<file path="src/rtl/store_buffer_pkg.sv">
// Shared definitions for the store buffer: word geometry, drain FSM states and entry field widths.
package store_buffer_pkg;
    localparam int SB_WORD_BYTES = 4;
    localparam int SB_DATA_W     = 8 * SB_WORD_BYTES;
    localparam int SB_BE_W       = SB_WORD_BYTES;
    localparam int SB_OFFSET_W   = $clog2(SB_WORD_BYTES);

    typedef enum logic {
        SB_IDLE = 1'b0,
        SB_REQ  = 1'b1
    } sb_state_e;
endpackage

</file>
<file path="src/rtl/store_buffer_bypass_merge.sv">
// Combinational load bypass: merges matching buffered stores byte by byte, youngest entry winning each lane.
module sb_bypass_merge
    import store_buffer_pkg::*;
#(
    parameter int DEPTH   = 4,
    parameter int WADDR_W = 30,
    localparam int PTR_W  = $clog2(DEPTH)
) (
    input  logic [DEPTH-1:0][WADDR_W-1:0]   ent_waddr_i,
    input  logic [DEPTH-1:0][SB_DATA_W-1:0] ent_data_i,
    input  logic [DEPTH-1:0][SB_BE_W-1:0]   ent_be_i,
    input  logic [DEPTH-1:0]                ent_valid_i,
    input  logic [PTR_W-1:0]                head_i,
    input  logic [WADDR_W-1:0]              ld_waddr_i,
    output logic [SB_DATA_W-1:0]            data_o,
    output logic [SB_BE_W-1:0]              covered_o
);
    logic [PTR_W-1:0] idx;

    // Walk oldest to youngest so later matches overwrite earlier ones.
    always_comb begin
        data_o    = '0;
        covered_o = '0;
        idx       = '0;
        for (int k = 0; k < DEPTH; k++) begin
            idx = head_i + PTR_W'(k);
            if (ent_valid_i[idx] && (ent_waddr_i[idx] == ld_waddr_i)) begin
                for (int b = 0; b < SB_BE_W; b++) begin
                    if (ent_be_i[idx][b]) begin
                        covered_o[b]    = 1'b1;
                        data_o[8*b +: 8] = ent_data_i[idx][8*b +: 8];
                    end
                end
            end
        end
    end
endmodule

</file>
<file path="src/rtl/store_buffer.sv">
// In-order word store buffer with byte-wise load bypass and a two-state drain FSM.
// Optional store coalescing into the youngest entry is enabled by STORE_BUFFER_COALESCE_EN.
module store_buffer
    import store_buffer_pkg::*;
#(
    parameter int DEPTH  = 4,
    parameter int ADDR_W = 32
) (
    input  logic                      clk,
    input  logic                      reset,
    input  logic                      enq_valid,
    input  logic [ADDR_W-1:0]         enq_addr,
    input  logic [SB_DATA_W-1:0]      enq_data,
    input  logic [SB_BE_W-1:0]        enq_be,
    output logic                      enq_ready,
    input  logic [ADDR_W-1:0]         ld_addr,
    input  logic [SB_BE_W-1:0]        ld_be,
    output logic                      ld_hit,
    output logic                      ld_partial,
    output logic [SB_DATA_W-1:0]      ld_data,
    input  logic                      drain_allow,
    input  logic                      flush_req,
    output logic                      drain_valid,
    output logic [ADDR_W-1:0]         drain_addr,
    output logic [SB_DATA_W-1:0]      drain_data,
    output logic [SB_BE_W-1:0]        drain_be,
    input  logic                      drain_ready,
    output logic                      sb_empty,
    output logic [$clog2(DEPTH):0]    sb_count
);
    localparam int PTR_W   = $clog2(DEPTH);
    localparam int WADDR_W = ADDR_W - SB_OFFSET_W;
    localparam logic [PTR_W:0] DEPTH_C = (PTR_W+1)'(DEPTH);

    logic [DEPTH-1:0][WADDR_W-1:0]   waddr_q;
    logic [DEPTH-1:0][SB_DATA_W-1:0] data_q;
    logic [DEPTH-1:0][SB_BE_W-1:0]   be_q;
    logic [PTR_W-1:0]                head_q, tail_q, youngest, offset;
    logic [PTR_W:0]                  count_q, count_d;
    sb_state_e                       state_q, state_d;
    logic [WADDR_W-1:0]              drain_waddr_q;
    logic [SB_DATA_W-1:0]            drain_data_q;
    logic [SB_BE_W-1:0]              drain_be_q;
    logic [WADDR_W-1:0]              enq_waddr;
    logic [DEPTH-1:0]                valid_mask;
    logic [SB_BE_W-1:0]              covered;
    logic                            start_req, do_pop, do_enq, do_alloc, do_merge, merge_ok;
    logic                            unused_addr_bits;

    assign enq_waddr        = enq_addr[ADDR_W-1:SB_OFFSET_W];
    assign unused_addr_bits = ^{enq_addr[SB_OFFSET_W-1:0], ld_addr[SB_OFFSET_W-1:0]};
    assign youngest         = tail_q - PTR_W'(1);
    assign start_req        = (state_q == SB_IDLE) && (count_q != '0) && (drain_allow || flush_req);
    assign do_pop           = (state_q == SB_REQ) && drain_ready;

`ifdef STORE_BUFFER_COALESCE_EN
    // The head may not absorb a merge once it is, or is about to be, copied into the drain registers.
    assign merge_ok = (count_q != '0) && (waddr_q[youngest] == enq_waddr) &&
                      !((youngest == head_q) && ((state_q == SB_REQ) || start_req));
`else
    assign merge_ok = 1'b0;
`endif

    assign enq_ready = (count_q < DEPTH_C) || merge_ok;
    assign do_enq    = enq_valid && enq_ready;
    assign do_merge  = do_enq && merge_ok;
    assign do_alloc  = do_enq && !merge_ok;
    assign count_d   = count_q + (PTR_W+1)'(do_alloc) - (PTR_W+1)'(do_pop);

    always_comb begin
        state_d = state_q;
        if (start_req) begin
            state_d = SB_REQ;
        end else if (do_pop) begin
            state_d = SB_IDLE;
        end
    end

    always_ff @(posedge clk or negedge reset) begin
        if (!reset) begin
            state_q       <= SB_IDLE;
            head_q        <= '0;
            tail_q        <= '0;
            count_q       <= '0;
            drain_waddr_q <= '0;
            drain_data_q  <= '0;
            drain_be_q    <= '0;
        end else begin
            state_q <= state_d;
            count_q <= count_d;
            if (do_alloc) tail_q <= tail_q + PTR_W'(1);
            if (do_pop)   head_q <= head_q + PTR_W'(1);
            if (start_req) begin
                drain_waddr_q <= waddr_q[head_q];
                drain_data_q  <= data_q[head_q];
                drain_be_q    <= be_q[head_q];
            end
        end
    end

    always_ff @(posedge clk or negedge reset) begin
        if (!reset) begin
            waddr_q <= '0;
            data_q  <= '0;
            be_q    <= '0;
        end else if (do_alloc) begin
            waddr_q[tail_q] <= enq_waddr;
            data_q[tail_q]  <= enq_data;
            be_q[tail_q]    <= enq_be;
        end else if (do_merge) begin
            be_q[youngest] <= be_q[youngest] | enq_be;
            for (int b = 0; b < SB_BE_W; b++) begin
                if (enq_be[b]) data_q[youngest][8*b +: 8] <= enq_data[8*b +: 8];
            end
        end
    end

    // An entry is live when its distance from the head is below the occupancy.
    always_comb begin
        valid_mask = '0;
        offset     = '0;
        for (int i = 0; i < DEPTH; i++) begin
            offset        = PTR_W'(i) - head_q;
            valid_mask[i] = {1'b0, offset} < count_q;
        end
    end

    sb_bypass_merge #(
        .DEPTH   (DEPTH),
        .WADDR_W (WADDR_W)
    ) u_bypass (
        .ent_waddr_i (waddr_q),
        .ent_data_i  (data_q),
        .ent_be_i    (be_q),
        .ent_valid_i (valid_mask),
        .head_i      (head_q),
        .ld_waddr_i  (ld_addr[ADDR_W-1:SB_OFFSET_W]),
        .data_o      (ld_data),
        .covered_o   (covered)
    );

    assign ld_hit      = (ld_be != '0) && ((covered & ld_be) == ld_be);
    assign ld_partial  = ((covered & ld_be) != '0) && !ld_hit;
    assign drain_valid = (state_q == SB_REQ);
    assign drain_addr  = {drain_waddr_q, {SB_OFFSET_W{1'b0}}};
    assign drain_data  = drain_data_q;
    assign drain_be    = drain_be_q;
    assign sb_empty    = (count_q == '0);
    assign sb_count    = count_q;
endmodule

</file>
<file path="config.mk">
export PLATFORM = sky130hd
export DESIGN_NAME = store_buffer
export DESIGN_NICKNAME = d
export VERILOG_FILES = /design/src/rtl/store_buffer_pkg.sv /design/src/rtl/store_buffer_bypass_merge.sv /design/src/rtl/store_buffer.sv
export SDC_FILE = /design/constraint.sdc
export NUM_CORES = 1
export LEC_CHECK = 0
export CORE_ASPECT_RATIO = 0.7
export CORE_MARGIN = 5
export CORE_UTILIZATION = 60
export CTS_BUF_LIST = sky130_fd_sc_hd__clkbuf_4 sky130_fd_sc_hd__clkbuf_8
export CTS_CLUSTER_SIZE = 25
export DETAILED_ROUTE_END_ITERATION = 8
export PLACE_DENSITY = 0.8
export SYNTH_ARGS = -nofsm -noshare
export SYNTH_HDL_FRONTEND = slang
export SYNTH_HIERARCHICAL = 1
export SYNTH_SLANG_ARGS = --single-unit
</file>
<file path="constraint.sdc">
create_clock -name clk -period 5.7 [get_ports clk]
set_input_delay 1.14 -clock clk [delete_from_list [all_inputs] [get_ports clk]]
set_output_delay 1.14 -clock clk [all_outputs]
set_load 0.005 [all_outputs]
</file>
Word-level counts from Yosys, hierarchy flattened

Cells that the tools add are included.

Register bits after elaboration: 338
Input bits: 110
Output and inout bits: 108
Logic and storage cells: 148

Add/sub/neg operators: 10
Order comparisons: 11
Equality and inequality tests: 5
Multiplexer cells: 83
Bitwise logic cells: 2
Reduce and logical (&&, ||, !) cells: 18

Operators with widths:

| operator              | number |
|---|---|
| $mux W32              | 9 |
| $bmux W32 S2          | 4 |
| $bmux W30 S2          | 4 |
| $mux W30              | 5 |
| $bwmux W128           | 1 |
| $mux W8               | 16 |
| $bwmux W120           | 1 |
| $eq A30 B30 Y1        | 4 |
| $demux W32 S2         | 1 |
| $demux W30 S2         | 1 |
| $mux W4               | 9 |
| $bmux W4 S2           | 4 |
| $mux W1               | 22 |
| $bwmux W16            | 1 |
| $lt A2 B3 Y1 const B  | 5 |
| $lt A2 B3 Y1          | 4 |
| $logic_and A1 B1 Y1   | 11 |
| $bmux W1 S2           | 4 |
| $demux W4 S2          | 1 |
| $reduce_bool A4 Y1    | 2 |
| $add A2 B1 Y2 const B | 2 |
| $add A2 B2 Y2 const B | 2 |
| $and A4 B4 Y4         | 1 |
| $eq A4 B4 Y1          | 1 |
| 12 further kinds      | 14 |

Depth between registers and ports, before layout

Gate-level depths: netlist of run 1.

Depth in word-level cells: 17
Mapped depth: 20
Mapped depth without buffers: 16

Cells and area by module

Netlist of run 1, hierarchy kept.

Modules (own cells, without submodules):

| module          | instances | cells each | area an instance (µm²) | seq. area each (µm²) |
|---|---|---|---|---|
| store_buffer    | 1         | 851        | 14681.6                | 8458.1 |
| sb_bypass_merge | 1         | 1163       | 8814.7                 | 0.0 |

Worst setup path after synthesis of run 1

No wires, ideal clock.

Path kind: input-to-output
From: input port ld_addr[17]
To: output port ld_partial
Arrival: 3.936 ns
Data required time: 4.560 ns
Path slack: 0.624 ns
Stages on the path: 12
Buffers on the path: 2
Cells stage by stage: clkbuf_1 nor3_1 or3_1 or4_1 a211oi_2 nand2_1 nor2_1 o31a_1 clkbuf_1 or3_1 o22ai_1 o31a_1

Word-level cells in the longest chain between the ends: 14
Elaborated cells between the ends (all ways): 30
Classes of those cells: eq/ne (5); mux (16); bitwise (1); reduce/logical (8)

RTL lines:

| what                    | line                                     | source |
|---|---|---|
| start: declaration      | store_buffer.sv:16                       | `input logic [ADDR_W-1:0] ld_addr,` |
| $eq A30 B30 Y1          | store_buffer_bypass_merge.sv:27          | `if (ent_valid_i[idx] && (ent_waddr_i[idx] == ld_waddr_i)) begin` |
| $logic_and A1 B1 Y1     | store_buffer_bypass_merge.sv:27          |  |
| $mux W4                 | store_buffer_bypass_merge.sv:27          |  |
| $mux W1                 | store_buffer_bypass_merge.sv:29          | `if (ent_be_i[idx][b]) begin` |
| $mux W4                 | store_buffer_bypass_merge.sv:27          |  |
| $mux W1                 | store_buffer_bypass_merge.sv:29          |  |
| $mux W4                 | store_buffer_bypass_merge.sv:27          |  |
| $mux W1                 | store_buffer_bypass_merge.sv:29          |  |
| $mux W4 (*)             | store_buffer_bypass_merge.sv:27          |  |
| named net covered[3]    | store_buffer.sv:46                       | `logic [SB_BE_W-1:0] covered;` |
| $and A4 B4 Y4 (*)       | store_buffer.sv:142, store_buffer.sv:143 |  |
| $eq A4 B4 Y1            | store_buffer.sv:142                      | `assign ld_hit = (ld_be != '0) && ((covered & ld_be) == ld_be);` |
| $logic_and A1 B1 Y1     | store_buffer.sv:142                      |  |
| $logic_not A1 Y1        | store_buffer.sv:143                      | `assign ld_partial = ((covered & ld_be) != '0) && !ld_hit;` |
| $logic_and A1 B1 Y1 (*) | store_buffer.sv:143                      |  |
| end: declaration        | store_buffer.sv:19                       | `output logic ld_partial,` |

The timed path passes the listed nets; every way through them passes the cells marked *.

Final worst setup path of run 1

From: register head_q[1]
To: output port ld_partial

Word-level cells in the longest chain between the ends: 17
Elaborated cells between the ends (all ways): 69
Classes of those cells: add/sub (7); order compare (4); eq/ne (5); mux (44); bitwise (1); reduce/logical (8)

RTL lines:

| what                                           | line                                     | source |
|---|---|---|
| start: declaration                             | store_buffer.sv:38                       | `logic [PTR_W-1:0] head_q, tail_q, youngest, offset;` |
| start signal: assignment                       | store_buffer.sv:92                       | `if (do_pop) head_q <= head_q + PTR_W'(1);` |
| $sub A1 B2 Y2 or $sub A2 B2 Y2 (tied branches) | store_buffer.sv:123                      | `offset = PTR_W'(i) - head_q;` |
| $lt A2 B3 Y1                                   | store_buffer.sv:124                      | `valid_mask[i] = {1'b0, offset} < count_q;` |
| $bmux W1 S2                                    | store_buffer_bypass_merge.sv:27          |  |
| $mux W1 (implied by the code)                  | store_buffer_bypass_merge.sv:27          |  |
| $logic_and A1 B1 Y1                            | store_buffer_bypass_merge.sv:27          |  |
| $mux W4                                        | store_buffer_bypass_merge.sv:27          |  |
| $mux W1                                        | store_buffer_bypass_merge.sv:29          |  |
| $mux W4                                        | store_buffer_bypass_merge.sv:27          |  |
| [... 2 more ...]                               | -                                        |  |
| $mux W1                                        | store_buffer_bypass_merge.sv:29          |  |
| $mux W4 (*)                                    | store_buffer_bypass_merge.sv:27          |  |
| named net covered[2]                           | store_buffer.sv:46                       |  |
| $and A4 B4 Y4 (*)                              | store_buffer.sv:142, store_buffer.sv:143 |  |
| $eq A4 B4 Y1                                   | store_buffer.sv:142                      |  |
| $logic_and A1 B1 Y1                            | store_buffer.sv:142                      |  |
| $logic_not A1 Y1                               | store_buffer.sv:143                      |  |
| $logic_and A1 B1 Y1 (*)                        | store_buffer.sv:143                      |  |

The timed path passes the listed nets; every way through them passes the cells marked *. The select of a mux whose other input is x is not followed.

==> results.yml, run 1 <==
status:
  outcome: "finished with violations"
  violations: "negative setup slack"
synth:
  synth-compound-area-share_pct: 10.3
  ys_ff_latch: 338
  synthMuxAreaShare_pct: 37.6
  yosys.area_share.simple_pct: 6.03
  synth-xor-area-share_pct: 4.29
  synth_edf_count: 0
  ys_seq_area_share_pct: 36.0
  synthAdderAreaFrac_pct: 0.618
  synth_area_mm2: 0.0235
  synth-main-ff-cell: "dfrtp_1"
  synth.distinct_cells: 81
  syn_inst: 2014
  avgSynthCellArea_um2: 11.7
  synth_top_family_by_area: "multiplexers"
  ys_async_sr_fraction_pct: 100
  ys.warnings.count: 6
final_layout:
  final_cells: 2949
  nFillCells: 2467
  nNetsFinal: 2497
  drive_above_1_share_pct: 38.0
  area_growth_pct: 26.3
die:
  die_x_um: 247
  die_y_um: 176
  rows: 60
  core_mm2: 0.0386
  io-pin-count: 218
  start_util_pct: 60.9
  dieArea_mm2: 0.0433
sta:
  finalSetupTns_ns: -1.02
  setup_violations: 11
  worst_pin_slew_ns: 1.12
  drv_slew: 0
  slew_headroom_pct: 25.2
  hold_violations: 0
  period_share_pct: 104
  skew_ns: 0.0209
  rsz0062_at_grt: "yes"
  layout_setup_ws_ns: -0.224
  clock.fmax_mhz: 169
  finalCriticalPeriod_ns: 5.92
power:
  power_w: 0.0202
  p_per_area_mw_per_mm2: 682
  vdd_drop_max_uv: 690
  p_leak_nw: 12.6
worst_setup_path:
  required_ns: 4.56
  crit_arrival_ns: 4.78
  cp_common_cell: "buf_4"
  worst_path_dominant_cell_family: "buffers and inverters"
  worstSetupEndpointType: "output pin"
  slowest_stage: "dfrtp_4"
  cp_max_fo: 8
  startpoint_type: "register"
  path_buf_inv: 8
  critPathMaxStageDelay_ns: 0.51
  crit_type: "register to output pin"
  crit_chain: "buf_12 > buf_4 > mux4_2 > xnor2_2 > nand3_2 > or4_4 > buf_4 > nor3_4 > buf_6 > buf_4 > buf_4 > a31oi_1 > a32o_2 > o211ai_1 > o22ai_1 > buf_4 > o31a_1 > buf_2"
drt:
  wl_met1_um: 34700
  post_drt_wl_per_cell_um: 27.1
  top_layer_used: "met5"
  totalWireLength_um: 80000
  firstDrtPassIters: 9
  drc_errors: 0
  dr_total_vias: 19800
  via_per_inst: 6.72
  drt_iter0_markers: 2406
  met3_length_um: 8370
  antenna_left: 0
  wl_met2_um: 35000
global_route:
  grt_max_degree: 128
  first_global_vias: 19500
  antenna_found_initial: 4
  grt_overflow: 0
  grt_usage_pct: 35.3
  grt_pass1_wl_um: 119000
flow_run:
  drv_cap: 0
placement:
  place_inst: 2791
  gp_congestion: 1.03
  place_ws_ns: -0.573
  dp_hpwl_um: 54100
  port_buffers: 211
clocking:
  numCtsBuffers: 53
  cts_tree: "done"
  cts_root_buffer: "clkbuf_8"
  clock_latency_ns: 0.62
  cts_sinks: 338
  clk_pin_slew_ns: 0.07
  clockBufferDepth: 3
  htreeDepth: 2
worst_hold_path:
  hold_path.class: "register to register"
-- placed cells by master (no fill, tap or decap), types with 62 or more instances in the layout --
cell and n:
buf_4 218, clkbuf_8 82, clkdlybuf4s50_1 177, dfrtp_1 336
mux2_1 115, mux2_2 268, mux2i_1 192, mux4_2 88
nand2_1 94, o21ai_0 62, xnor2_1 77
-- cells by family after synthesis --
kind of cell    count (synthesis)
mux                           708
compound gates                342
flops                         338
simple gates                  290
buf+inv                       209
xor+xnor                      115
fa+ha+maj                      11
other cells                     1
-- worst paths after layout --
check,to,startpoint,slack [ns],cells after the start
hold / removal,drain_data[4],drain_data[4],0.50,1
setup reg to reg,waddr_q[108],sb_count[2],2.66,5
min in group asynchronous,waddr_q[62],reset,0.61,1
hold reg to reg,drain_data[4],drain_data[4],0.50,1
max in group asynchronous,data_q[47],reset,3.88,2
setup / recovery,ld_partial,head_q[1],-0.22,18
-- state kept, by name (all words and copies together) (netlist names) --
register and cells:
tail_q 2, drain_waddr_q 30, be_q 16, drain_be 4, waddr_q 120, drain_data 32
drain_valid 1, head_q 2, data_q 128, sb_count 3
-- cell usage after synthesis (8+ instances only) --
| cell type | instances | area, µm² |
|---|---|---|
| clkbuf_1 | 53 | 199 |
| a21oi_1 | 50 | 250 |
| a211oi_1 | 22 | 165 |
| a2bb2oi_1 | 18 | 158 |
| or3_1 | 13 | 81.3 |
| nand2_1 | 103 | 387 |
| o311ai_0 | 16 | 140 |
| a22oi_1 | 13 | 97.6 |
| dfrtp_1 | 338 | 8460 |
| nand4_1 | 21 | 131 |
| buf_6 | 41 | 462 |
| o211ai_1 | 17 | 128 |
| mux2i_1 | 205 | 2050 |
| nand3_1 | 25 | 125 |
| mux2_4 | 32 | 480 |
| mux4_2 | 88 | 1980 |
| nor2_1 | 58 | 218 |
| buf_4 | 16 | 120 |
| mux2_1 | 115 | 1290 |
| o221ai_1 | 20 | 175 |
| ha_1 | 10 | 125 |
| o21ai_0 | 68 | 340 |
| xnor2_1 | 89 | 780 |
| o21a_1 | 8 | 60.1 |
| inv_1 | 34 | 128 |
| a31oi_1 | 15 | 93.8 |
| nor4_1 | 13 | 81.3 |
| nor3_1 | 14 | 70.1 |
| buf_2 | 45 | 225 |
| xor2_1 | 26 | 228 |
| o22ai_1 | 21 | 131 |
| buf_1 | 19 | 71.3 |
| and2_1 | 9 | 56.3 |
| mux2_2 | 268 | 3020 |
-- worst reg2reg max path: stages (launching register included) --
cell and delay [ns]:
dfrtp_1 0.38, buf_4 0.17, nor2b_1 0.80, nand2_4 0.52, buf_4 0.52, mux2_1 0.51
-- cell type report --
| type | count | area (µm²) | share of cell area (%) |
|---|---|---|---|
| multi-input cells | 1468 | 14700 | 49.4 |
| flip-flops and latches | 338 | 8470 | 28.5 |
| repair buffers | 480 | 4490 | 15.1 |
| clock buffers | 90 | 1190 | 4.00 |
| well taps | 527 | 659 | 2.22 |
| inverters | 35 | 134 | 0.451 |
| clock inverters | 8 | 75.1 | 0.253 |
| diodes | 3 | 7.51 | 0.0253 |
-- repair_timing --
action	in CTS	in global routing
resized for setup	211	112
setup buffers	31	27
setup endpoints to repair	34	34
pin swaps	39	38
hold buffers	0	0
gates cloned	3	3
-- through the flow --
stage	area (µm²)	utilization [%]	hold WS, ns
floorplan	23500	-	0.490
global placement	27000	70.1	0.489
detailed placement	27000	70.1	0.491
CTS	29000	75.2	0.509
global route	29700	76.9	0.524
finish	29700	76.9	0.504
-- metal layers --
metal / vias to the layer above / track usage [%]
met4: 2 / 8.22
met2: 1212 / 51.4
met3: 170 / 7.16
met5: - / 0
li1: 8395 / -
met1: 10000 / 54.5
-- power by group --
| part | total [W] | switching [W] | internal (W) |
|---|---|---|---|
| registers | 0.00496 | 0.00131 | 0.00365 |
| logic | 0.0129 | 0.00635 | 0.00651 |
| clock network | 0.00242 | 0.00107 | 0.00136 |
| total | 0.0202 | 0.00872 | 0.0115 |
(Power assumes the default switching activity.)
==> run 2, diff against run 1 <==
- SETUP_SLACK_MARGIN: default -> 0.15
==> results.yml, run 2 (synthesis results as in run 1) <==
sta:
  finalCriticalPeriod_ns: 5.90
  setup_violations: 23
  worst_hold_slack_ns: 0.505
  rsz0062_at_grt: "yes"
  clock.fmax_mhz: 170
  layout_setup_ws_ns: -0.199
  slew_headroom_pct: 25.2
  drv_slew: 0
  hold_violations: 0
  worst_pin_slew_ns: 1.12
  period_share_pct: 103
  skew_ns: 0.0336
final_layout:
  largest_reg_flops: 128
  area_growth_pct: 28.4
  final_cells: 2975
  final_cell_mix: "dfrtp_1 (336), mux2_2 (268), buf_4 (219), mux2i_1 (191), clkdlybuf4s50_1 (176)"
  final_common_cell: "dfrtp_1"
  postLayoutCellArea_mm2: 0.0302
  drive_above_1_share_pct: 39.3
  top_register: "data_q"
  nNetsFinal: 2523
worst_setup_path:
  worstSetupEndpoint: "ld_partial"
  crit_type: "register to output pin"
  worst_r2r_startpoint: "sb_count[2]"
  startpoint_type: "register"
  required_ns: 4.56
  ff2ff_path_depth: 5
  crit_start: "head_q[1]"
  worstSetupEndpointType: "output pin"
  rrSetupSlack_ns: 2.67
  cp_max_fo: 8
  crit_arrival_ns: 4.76
  r2r_end: "waddr_q[102]"
flow_run:
  drv_cap: 0
power:
  p_leak_nw: 12.8
  power_w: 0.0205
  vdd_drop_max_uv: 700
  p_per_area_mw_per_mm2: 679
drt:
  post_drt_wl_per_cell_um: 27.2
  drt_iter0_markers: 2452
  met3_length_um: 8850
  firstDrtPassIters: 6
  drc_errors: 0
  antenna_left: 0
  totalWireLength_um: 80900
  wl_met2_um: 35100
  top_layer_used: "met5"
  via_per_inst: 6.72
  dr_total_vias: 20000
  wl_met1_um: 34600
die:
  start_util_pct: 60.9
  die_x_um: 247
  dieArea_mm2: 0.0433
  rows: 60
  die_y_um: 176
  io-pin-count: 218
  core_mm2: 0.0386
placement:
  dp_hpwl_um: 54100
  gp_congestion: 1.03
  place_ws_ns: -0.573
  dpl-instance-area_mm2: 0.0270
  place_inst: 2791
  port_buffers: 211
clocking:
  htreeDepth: 2
  numCtsBuffers: 53
  ctsHoldBuffers: 0
  cts_sinks: 338
  clock_latency_ns: 0.63
  clockBufferDepth: 3
  cts_root_buffer: "clkbuf_8"
  cts_tree: "done"
  clk_pin_slew_ns: 0.07
global_route:
  antenna_found_initial: 4
  grt_overflow: 0
  grt_max_degree: 128
  grt_usage_pct: 35.8
  first_global_vias: 19900
  grt_pass1_wl_um: 121000
status:
  violations: "negative setup slack"
  outcome: "finished with violations"
worst_hold_path:
  hold_path.class: "register to register"
  min_from: "drain_data[4]"
[run 2: metrics by stage]
step,util [%],TNS (ns)
global route,78.2,-3.79
global placement,70.1,-17.00
finish,78.2,-1.03
floorplan,-,0
detailed placement,70.1,-15.68
CTS,76.4,-1.06
[run 2: area by class of cell]
| cell class | instances | area [µm²] |
|---|---|---|
| Multi-Input combinational cell | 1468 | 14900 |
| Sequential cell | 338 | 8470 |
| Fill cell | 2374 | 8420 |
| Timing Repair Buffer | 506 | 4770 |
| Clock buffer | 90 | 1190 |
| Tap cell | 527 | 659 |
| Inverter | 35 | 134 |
| Clock inverter | 8 | 75.1 |
| Antenna cell | 3 | 7.51 |
[run 2: power by group]
part | internal, W | switching (W)
registers | 0.00365 | 0.00131
logic | 0.00661 | 0.00649
clock network | 0.00136 | 0.00106
[run 2: per-layer routing]
| layer | vias up | global-route usage (%) |
|---|---|---|
| met1 | 10100 | 54.9 |
| met3 | 196 | 7.89 |
| li1 | 8432 | - |
| met2 | 1271 | 51.7 |
| met4 | 2 | 9.48 |
| met5 | - | 0 |
[run 2: what timing repair did]
| action | CTS | global route |
|---|---|---|
| endpoints found under the setup margin | 34 | 34 |
| cloned | 5 | 1 |
| resized for setup | 297 | 94 |
| pin swaps | 60 | 31 |
| setup buffers | 55 | 22 |
[run 2: worst min-delay path by stage]
stage	end	slack (ns)	depth (start not counted)
detailed placement	drain_waddr_q[6]	0.49	1
global route	drain_waddr_q[19]	0.53	1
floorplan	data_q[119]	0.49	1
global placement	drain_data[25]	0.49	1
finish	drain_data[4]	0.50	1
CTS	drain_data[27]	0.51	1
[run 2: critical path, stage by stage, from the launching register on]
cell	delay, ns
dfrtp_4	0.51
buf_12	0.16
xnor2_4	0.17
buf_6	0.12
ha_4	0.19
a21o_1	0.17
nand2_2	0.09
buf_6	0.10
o211ai_1	0.16
a211oi_1	0.29
buf_4	0.16
a31oi_4	0.09
buf_6	0.14
nor4_4	0.34
buf_12	0.18
nand3_4	0.08
a32o_2	0.29
o211ai_1	0.15
o22ai_1	0.17
buf_4	0.15
o31a_1	0.27
buf_2	0.13
